--- config.mk ---
export PLATFORM = sky130hd
export DESIGN_NAME = lmk_uwire_master
export DESIGN_NICKNAME = d
export VERILOG_FILES = /design/src/rtl/lmk_uwire_master.sv
export SDC_FILE = /design/constraint.sdc
export NUM_CORES = 1
export LEC_CHECK = 0
export CORE_MARGIN = 3
export CORE_UTILIZATION = 35
export CTS_CLUSTER_DIAMETER = 120
export DETAILED_ROUTE_END_ITERATION = 16
export PLACE_DENSITY_LB_ADDON = 0.12
export SKIP_LAST_GASP = 1
export SLEW_MARGIN = 20
export SYNTH_ARGS = -nofsm -noshare
export SYNTH_HDL_FRONTEND = slang
export SYNTH_SLANG_ARGS = --single-unit
--- constraint.sdc ---
create_clock -name i_clk -period 3.7 [get_ports i_clk]
set_clock_uncertainty 0.1 [all_clocks]
set_input_delay 0.37 -clock i_clk [delete_from_list [all_inputs] [get_ports i_clk]]
set_output_delay 0.37 -clock i_clk [all_outputs]
set_load 0.02 [all_outputs]
--- src/rtl/lmk_uwire_master.sv ---
// lmk_uwire_master
// MicroWire write/readback master for LMK-family clock chips that share one
// CLKUWIRE/DATAUWIRE bus and have one LEUWIRE each. One request shifts a
// DW-bit word out MSB first, captures the readback line during the same
// shift, and then pulses the latch-enable of the selected chip.
module lmk_uwire_master #(
  parameter int DW     = 32,
  parameter int NCS    = 2,
  parameter int CSW    = 3,
  parameter int DIV    = 4,
  parameter int LE_CYC = 4
) (
  input  logic           i_clk,
  input  logic           i_rst_n,
  input  logic           i_start,
  input  logic [DW-1:0]  i_wdata,
  input  logic [CSW-1:0] i_cs_sel,
  output logic           o_busy,
  output logic           o_done,
  output logic           o_err,
  output logic [DW-1:0]  o_rdata,
  output logic           o_uwire_clk,
  output logic           o_uwire_data,
  output logic [NCS-1:0] o_uwire_le,
  input  logic           i_uwire_din
);

  // One counter serves every timed phase, so it must hold the longer of the
  // half-period and the latch-enable width.
  localparam int CNT_MAX = (DIV > LE_CYC) ? DIV : LE_CYC;
  localparam int CW      = $clog2(CNT_MAX + 1);
  localparam int BW      = $clog2(DW);
  localparam logic [CSW:0] NCS_LIM = (CSW+1)'(NCS);

  typedef enum logic [2:0] {
    S_IDLE,
    S_SETUP,
    S_HIGH,
    S_LOW,
    S_LATCH,
    S_GAP
  } state_t;

  state_t         r_state;
  state_t         w_next_state;
  logic [CW-1:0]  r_cnt;
  logic [CW-1:0]  w_cnt_nxt;
  logic [BW-1:0]  r_bit;
  logic [BW-1:0]  w_bit_nxt;
  logic [DW-1:0]  r_shift;
  logic [DW-1:0]  w_shift_nxt;
  logic [DW-1:0]  r_cap;
  logic [DW-1:0]  w_cap_nxt;
  logic [CSW-1:0] r_chan;
  logic [CSW-1:0] w_chan_nxt;

  logic           r_din_s1;
  logic           r_din_s2;

  logic           r_busy;
  logic           r_done;
  logic           r_err;
  logic [DW-1:0]  r_rdata;
  logic           r_uclk;
  logic           r_udata;
  logic [NCS-1:0] r_le;

  logic           w_busy_nxt;
  logic           w_done_nxt;
  logic           w_err_nxt;
  logic [DW-1:0]  w_rdata_nxt;
  logic           w_uclk_nxt;
  logic           w_udata_nxt;
  logic [NCS-1:0] w_le_nxt;

  logic           w_div_last;
  logic           w_le_last;
  logic           w_bit_last;
  logic           w_cs_ok;
  logic [NCS-1:0] w_le_onehot;

  assign w_div_last  = (r_cnt == CW'(DIV - 1));
  assign w_le_last   = (r_cnt == CW'(LE_CYC - 1));
  assign w_bit_last  = (r_bit == BW'(DW - 1));
  assign w_cs_ok     = ({1'b0, i_cs_sel} < NCS_LIM);
  assign w_le_onehot = NCS'(1) << r_chan;

  // Bring the asynchronous readback pin into the clk domain.
  always_ff @(posedge i_clk or negedge i_rst_n) begin
    if (!i_rst_n) begin
      r_din_s1 <= 1'b0;
      r_din_s2 <= 1'b0;
    end else begin
      r_din_s1 <= i_uwire_din;
      r_din_s2 <= r_din_s1;
    end
  end

  // FSM state, phase counter, bit index and shift/capture registers.
  always_ff @(posedge i_clk or negedge i_rst_n) begin
    if (!i_rst_n) begin
      r_state <= S_IDLE;
      r_cnt   <= '0;
      r_bit   <= '0;
      r_shift <= '0;
      r_cap   <= '0;
      r_chan  <= '0;
    end else begin
      r_state <= w_next_state;
      r_cnt   <= w_cnt_nxt;
      r_bit   <= w_bit_nxt;
      r_shift <= w_shift_nxt;
      r_cap   <= w_cap_nxt;
      r_chan  <= w_chan_nxt;
    end
  end

  // Next state plus the next value of every pin/status register; pin changes
  // are tied to phase transitions so data only moves with a falling CLKUWIRE.
  always_comb begin
    w_next_state = r_state;
    w_cnt_nxt    = r_cnt + CW'(1);
    w_bit_nxt    = r_bit;
    w_shift_nxt  = r_shift;
    w_cap_nxt    = r_cap;
    w_chan_nxt   = r_chan;
    w_done_nxt   = 1'b0;
    w_err_nxt    = 1'b0;
    w_rdata_nxt  = r_rdata;
    w_uclk_nxt   = r_uclk;
    w_udata_nxt  = r_udata;
    w_le_nxt     = r_le;

    case (r_state)
      S_IDLE: begin
        w_cnt_nxt   = '0;
        w_uclk_nxt  = 1'b0;
        w_udata_nxt = 1'b0;
        w_le_nxt    = '0;
        if (i_start) begin
          if (w_cs_ok) begin
            w_next_state = S_SETUP;
            w_shift_nxt  = i_wdata;
            w_chan_nxt   = i_cs_sel;
            w_bit_nxt    = '0;
            w_udata_nxt  = i_wdata[DW-1];
          end else begin
            w_err_nxt = 1'b1;
          end
        end
      end

      S_SETUP: begin
        if (w_div_last) begin
          w_next_state = S_HIGH;
          w_cnt_nxt    = '0;
          w_uclk_nxt   = 1'b1;
          w_cap_nxt    = {r_cap[DW-2:0], r_din_s2};
        end
      end

      S_HIGH: begin
        if (w_div_last) begin
          w_next_state = S_LOW;
          w_cnt_nxt    = '0;
          w_uclk_nxt   = 1'b0;
          if (!w_bit_last) begin
            w_shift_nxt = {r_shift[DW-2:0], 1'b0};
            w_udata_nxt = r_shift[DW-2];
          end
        end
      end

      S_LOW: begin
        if (w_div_last) begin
          w_cnt_nxt = '0;
          if (w_bit_last) begin
            w_next_state = S_LATCH;
            w_le_nxt     = w_le_onehot;
          end else begin
            w_next_state = S_HIGH;
            w_bit_nxt    = r_bit + BW'(1);
            w_uclk_nxt   = 1'b1;
            w_cap_nxt    = {r_cap[DW-2:0], r_din_s2};
          end
        end
      end

      S_LATCH: begin
        if (w_le_last) begin
          w_next_state = S_GAP;
          w_cnt_nxt    = '0;
          w_le_nxt     = '0;
        end
      end

      S_GAP: begin
        if (w_div_last) begin
          w_next_state = S_IDLE;
          w_cnt_nxt    = '0;
          w_done_nxt   = 1'b1;
          w_rdata_nxt  = r_cap;
          w_udata_nxt  = 1'b0;
        end
      end

      default: begin
        w_next_state = S_IDLE;
        w_cnt_nxt    = '0;
      end
    endcase
  end

  assign w_busy_nxt = (w_next_state != S_IDLE);

  // Output registers, so every pin and status flag comes straight off a flop.
  always_ff @(posedge i_clk or negedge i_rst_n) begin
    if (!i_rst_n) begin
      r_busy  <= 1'b0;
      r_done  <= 1'b0;
      r_err   <= 1'b0;
      r_rdata <= '0;
      r_uclk  <= 1'b0;
      r_udata <= 1'b0;
      r_le    <= '0;
    end else begin
      r_busy  <= w_busy_nxt;
      r_done  <= w_done_nxt;
      r_err   <= w_err_nxt;
      r_rdata <= w_rdata_nxt;
      r_uclk  <= w_uclk_nxt;
      r_udata <= w_udata_nxt;
      r_le    <= w_le_nxt;
    end
  end

  assign o_busy       = r_busy;
  assign o_done       = r_done;
  assign o_err        = r_err;
  assign o_rdata      = r_rdata;
  assign o_uwire_clk  = r_uclk;
  assign o_uwire_data = r_udata;
  assign o_uwire_le   = r_le;

endmodule

# Yosys cells after proc, flatten, opt, wreduce, memory -nomap -nowiden
# Index checks and enable logic that the tools add are counted.
[word_totals]
ff_bits = 118
inputBits = 39
output_inout_bits = 39
wordCells = 97
[classes]
add_sub_neg = 2
magnitude_cmp = 1
n_eq_ne = 17
shift = 1
n_mux = 44
n_reduce_logical = 17
[ops]
columns = ["operator", "n"]
rows = [
  ["$mux 31", 4],
  ["$mux 32", 3],
  ["$pmux 32 s2", 1],
  ["$pmux 31 s2", 1],
  ["$mux 3", 10],
  ["$mux 5", 4],
  ["$ne 2x2->1 const B", 10],
  ["$pmux 3 s6", 1],
  ["$reduce_and 5->1", 3],
  ["$mux 1", 13],
  ["$reduce_and 4->1", 3],
  ["$pmux 5 s2", 1],
  ["$eq 3x2->1 const B", 3],
  ["$reduce_bool 3->1", 3],
  ["$eq 3x3->1 const B", 2],
  ["$mux 2", 3],
  ["$pmux 2 s3", 1],
  ["$reduce_bool 2->1", 3],
  ["$add 5x1->5 const B", 1],
  ["$eq 5x5->1 const B", 1],
  ["$reduce_or 5->1", 1],
  ["$pmux 1 s4", 1],
  ["$reduce_bool 4->1", 1],
  ["$add 3x1->3 const B", 1],
  ["7 further kinds", 7],
]

# Logic depth before layout (Yosys ltp)
[depth]
ltp_word = 5
depth_mapped = 8
depth_no_buf = 6

# Least setup slack after synthesis
# No wires, ideal clock.
[synth_timing]
path_kind = "register to register"
start = "register r_bit[0]"
end = "register r_shift[10]"
setup_time_ps = 124
arrival_ps = 2005
required_time_ps = 3476
setup_slack_ps = 1471
stages_incl_launch_ff = 9
n_path_buf = 2
period_less_slack_ps = 2229
path_cell_list = "dfrtp_1 ha_1 and3_1 ha_1 or4_1 clkbuf_1 clkbuf_1 o22ai_1 a21oi_2"
[synth_between]
elab_chain_len = 3
[synth_rtl]
columns = ["element", "line", "source"]
rows = [
  ["start, declared", "48", "logic [BW-1:0] r_bit;"],
  ["start signal, assigned", "111", "r_bit <= w_bit_nxt;"],
  ["$eq 5x5->1", "84", "assign w_bit_last = (r_bit == BW'(DW - 1));"],
  ["$ne 2x2->1 (no source line)", "n/a", ""],
  ["$reduce_and 5->1 (no source line)", "n/a", ""],
  ["end signal, assigned", "112", "r_shift <= w_shift_nxt;"],
  ["end, declared", "50", "logic [DW-1:0] r_shift;"],
]
# No other way between the ends.
# A chain may end at the register's enable or synchronous reset.

# Worst setup path after layout
[layout_timing]
start = "register r_bit[0]"
end = "register r_shift[21]"
# Same word-level chain as after synthesis.

==> results.cfg <==
[timing]
layout_min_cycle_time_ps = 2633
rsz0062_at_grt = false
tightest_slew_ps = 966.7
slew-limit-headroom = 0.3540
max_freq_ghz = 0.3798
finalCritPeriodShare = 0.7116
setup_viol = 0
hold_viol = 0
tns_ps = 0
slew_viol_final = 0

[route]
drc = 0
wl_per_cell_um = 14.46
num_vias = 3118
drt_first_pass_iters = 4
drt.antenna.violating_nets = 0
drt_wl_total_um = 9353
vias_per_cell = 4.819
drtIter0Drc = 155

[finish]
design_area_um2 = 6454
area_growth_pct = 33.25
nFillCells = 1223
fin_nets = 500
drive_above_1_share = 0.2951
final_core_util = 0.4816
insertedDiodeCount = 0

[critical_path]
path_class = reg2reg
crit_fanout = 30
worst_ep_required_time_ps = 3940
rr_worst_depth = 6
cp.arrival_ps = 2870
rr_startpoint = r_bit[0]
end_kind = flip-flop
rrSetupSlack_ps = 1070
worst_setup_path_start_kind = flip-flop
r2r_end = r_shift[21]

[placement]
portBuffers = 77
placed_area_um2 = 5778
place_congestion = 0.7290
dp_hpwl_um = 6207

[logic_synthesis]
synth_seq_cells = 118
synth_compound_area_frac = 0.1150
synth_area_um2 = 4843
synth_async_sr_flop_share = 1.000
synth_fa_ha_area_frac = 0.007750
synth_top_family_by_area = multiplexers
synth_area_per_cell_um2 = 12.95
muxShareOfSynthArea = 0.1578
synth_cell_types = 37
synth_flop_cell = dfrtp_1
synth-simple-area-share = 0.05761
yosys_warnings = 0
syn_inst = 374
yosysSeqAreaShare = 0.6097
synthXorXnorAreaFrac = 0.003617
synth_fp_nets = 416
synth_edf_count = 0

[power]
peakVddDrop_mv = 0.2926
power_density_nw_per_um2 = 684.2
p_leak_nw = 3.026

[global_routing]
grt_pass1_vias = 3253
grt_use_met2 = 0.2153
grtUsageMet1 = 0.1659
grt_max_degree = 64
antenna_found_initial = 0
met3_usage = 0.04450
grt_first_pass_wirelength_um = 15790
grt_usage = 0.1352
gr-total-overflow = 0
gr-max-usage-layer = met2

[min_path]
hold_depth = 0
whs_endpoint = r_din_s2
hp-class = reg2reg
hold_start = r_din_s1

[floorplanning]
die_w_um = 123.6
initial_core_util = 0.3614
io_pins = 78
die_height_um = 123.6
die_area_um2 = 15290
coreArea_um2 = 13400
rows = 42

[clock_tree]
clk-insertion-delay-late_ps = 410
cts_max_level = 4
cts_setup_buffers = 0
clockBufferDepth = 2
clk_pin_slew_ps = 50
hold_buffers = 1
cts_buffers = 17
cts_tree = built
cts-root-buf = clkbuf_16
cts_sinks = 118
cts_resized = 0

[run_status]
outcome = completed

[job]
maxCapViolations = 0
metrics by stage:
step                      setup slack (ps)  std cells  hold WS, ps  total power (W)
after floorplan                       1471        374       -25.59         0.002392
after global placement                1131        614        235.2         0.002611
after detailed placement              1055        614        236.5         0.002636
after CTS                             1034        647        248.1         0.004474
after global routing                 929.1        647        258.8         0.004660
final                                 1067        647        246.0         0.004416
report_power, final:
part / total [W] / switching [W] / internal [W]
Combinational: 0.000863 / 0.000445 / 0.000418
Clock: 0.00181 / 0.000566 / 0.00125
Sequential: 0.00174 / 0.000181 / 0.00156
Total: 0.00442 / 0.00119 / 0.00322
Yosys cell counts, types with 2 or more instances:
cell      count  share of area
o22ai_1      32          0.041
nand2_1      10         0.0078
xnor2_1       2         0.0036
o21ai_0       3         0.0031
inv_1        35          0.027
a21oi_2      30          0.054
dfrtp_1     118           0.61
nor2_1       12         0.0093
buf_2         8         0.0083
nand2b_1      2         0.0026
nor3_1        4         0.0041
nand3_1       7         0.0072
a21oi_1       7         0.0072
buf_6         3         0.0070
and2_1        2         0.0026
clkbuf_1      8         0.0062
mux2_2       67           0.16
ha_1          3         0.0078
a22o_1        2         0.0036
and3_1        2         0.0026
metal layers:
metal  vias to the layer above  routed length [um]
li1                       1485                   -
met4                         0                 190
met1                      1546                4122
met5                         -                   0
met3                        13                 507
met2                        74                4532
flip-flops by register name (all words and copies together) (netlist names), 2 cells and up:
signal,flops
r_cnt,3
r_bit,5
r_state,3
o_rdata,32
o_uwire_le,2
r_cap,32
r_chan,3
r_shift,31
cell usage in the layout, fill, tap and decap left out, types with 2 or more instances in the layout:
cell type,netlist,final
inv_1,35,35
and3_1,2,2
clkbuf_16,0,17
dfrtp_1,118,118
ha_1,3,3
clkinv_2,0,2
buf_4,0,7
nand3_1,7,7
o21ai_0,3,3
clkinvlp_4,0,4
clkdlybuf4s50_1,0,76
o22ai_1,32,32
clkbuf_8,0,3
nand2_1,10,10
nor2_1,12,12
bufinv_16,0,5
mux2_2,67,67
a21oi_1,7,7
a22o_1,2,2
a21oi_2,30,30
nand2b_1,2,2
and2_1,2,2
nor3_1,4,4
xnor2_1,2,2
worst max path at each step:
stage                        start     endpoint  depth (start not counted)
after floorplan           r_bit[0]  r_shift[10]                          8
after global placement    r_bit[0]  r_shift[12]                          6
after detailed placement  r_bit[0]  r_shift[21]                          6
after CTS                 r_bit[0]  r_shift[21]                          6
after global routing      r_bit[0]  r_shift[21]                          7
final                     r_bit[0]  r_shift[21]                          6
area by class of cell:
cell class / instances / area [um2] / share of cell area
inverters: 35 / 131.4 / 0.02036
multi-input cells: 202 / 1660 / 0.2573
flip-flops and latches: 118 / 2953 / 0.4575
clock buffers: 20 / 466.7 / 0.07231
clock inverters: 12 / 198.9 / 0.03083
repair buffers: 84 / 823.3 / 0.1276
well taps: 176 / 220.2 / 0.03412
cell families after synthesis:
group / Yosys count
fa+ha+maj: 3
simple gates: 52
mux: 68
compound gates: 77
buf+inv: 54
flops: 118
xor+xnor: 2
worst max-delay path, stage by stage (launching register included):
cell and delay, ps:
dfrtp_1 400, ha_1 210, and3_1 180, ha_1 260, or4_1 780, and2_4 440
a21oi_2 200
No activity file was read; power rests on OpenSTA's default activity.
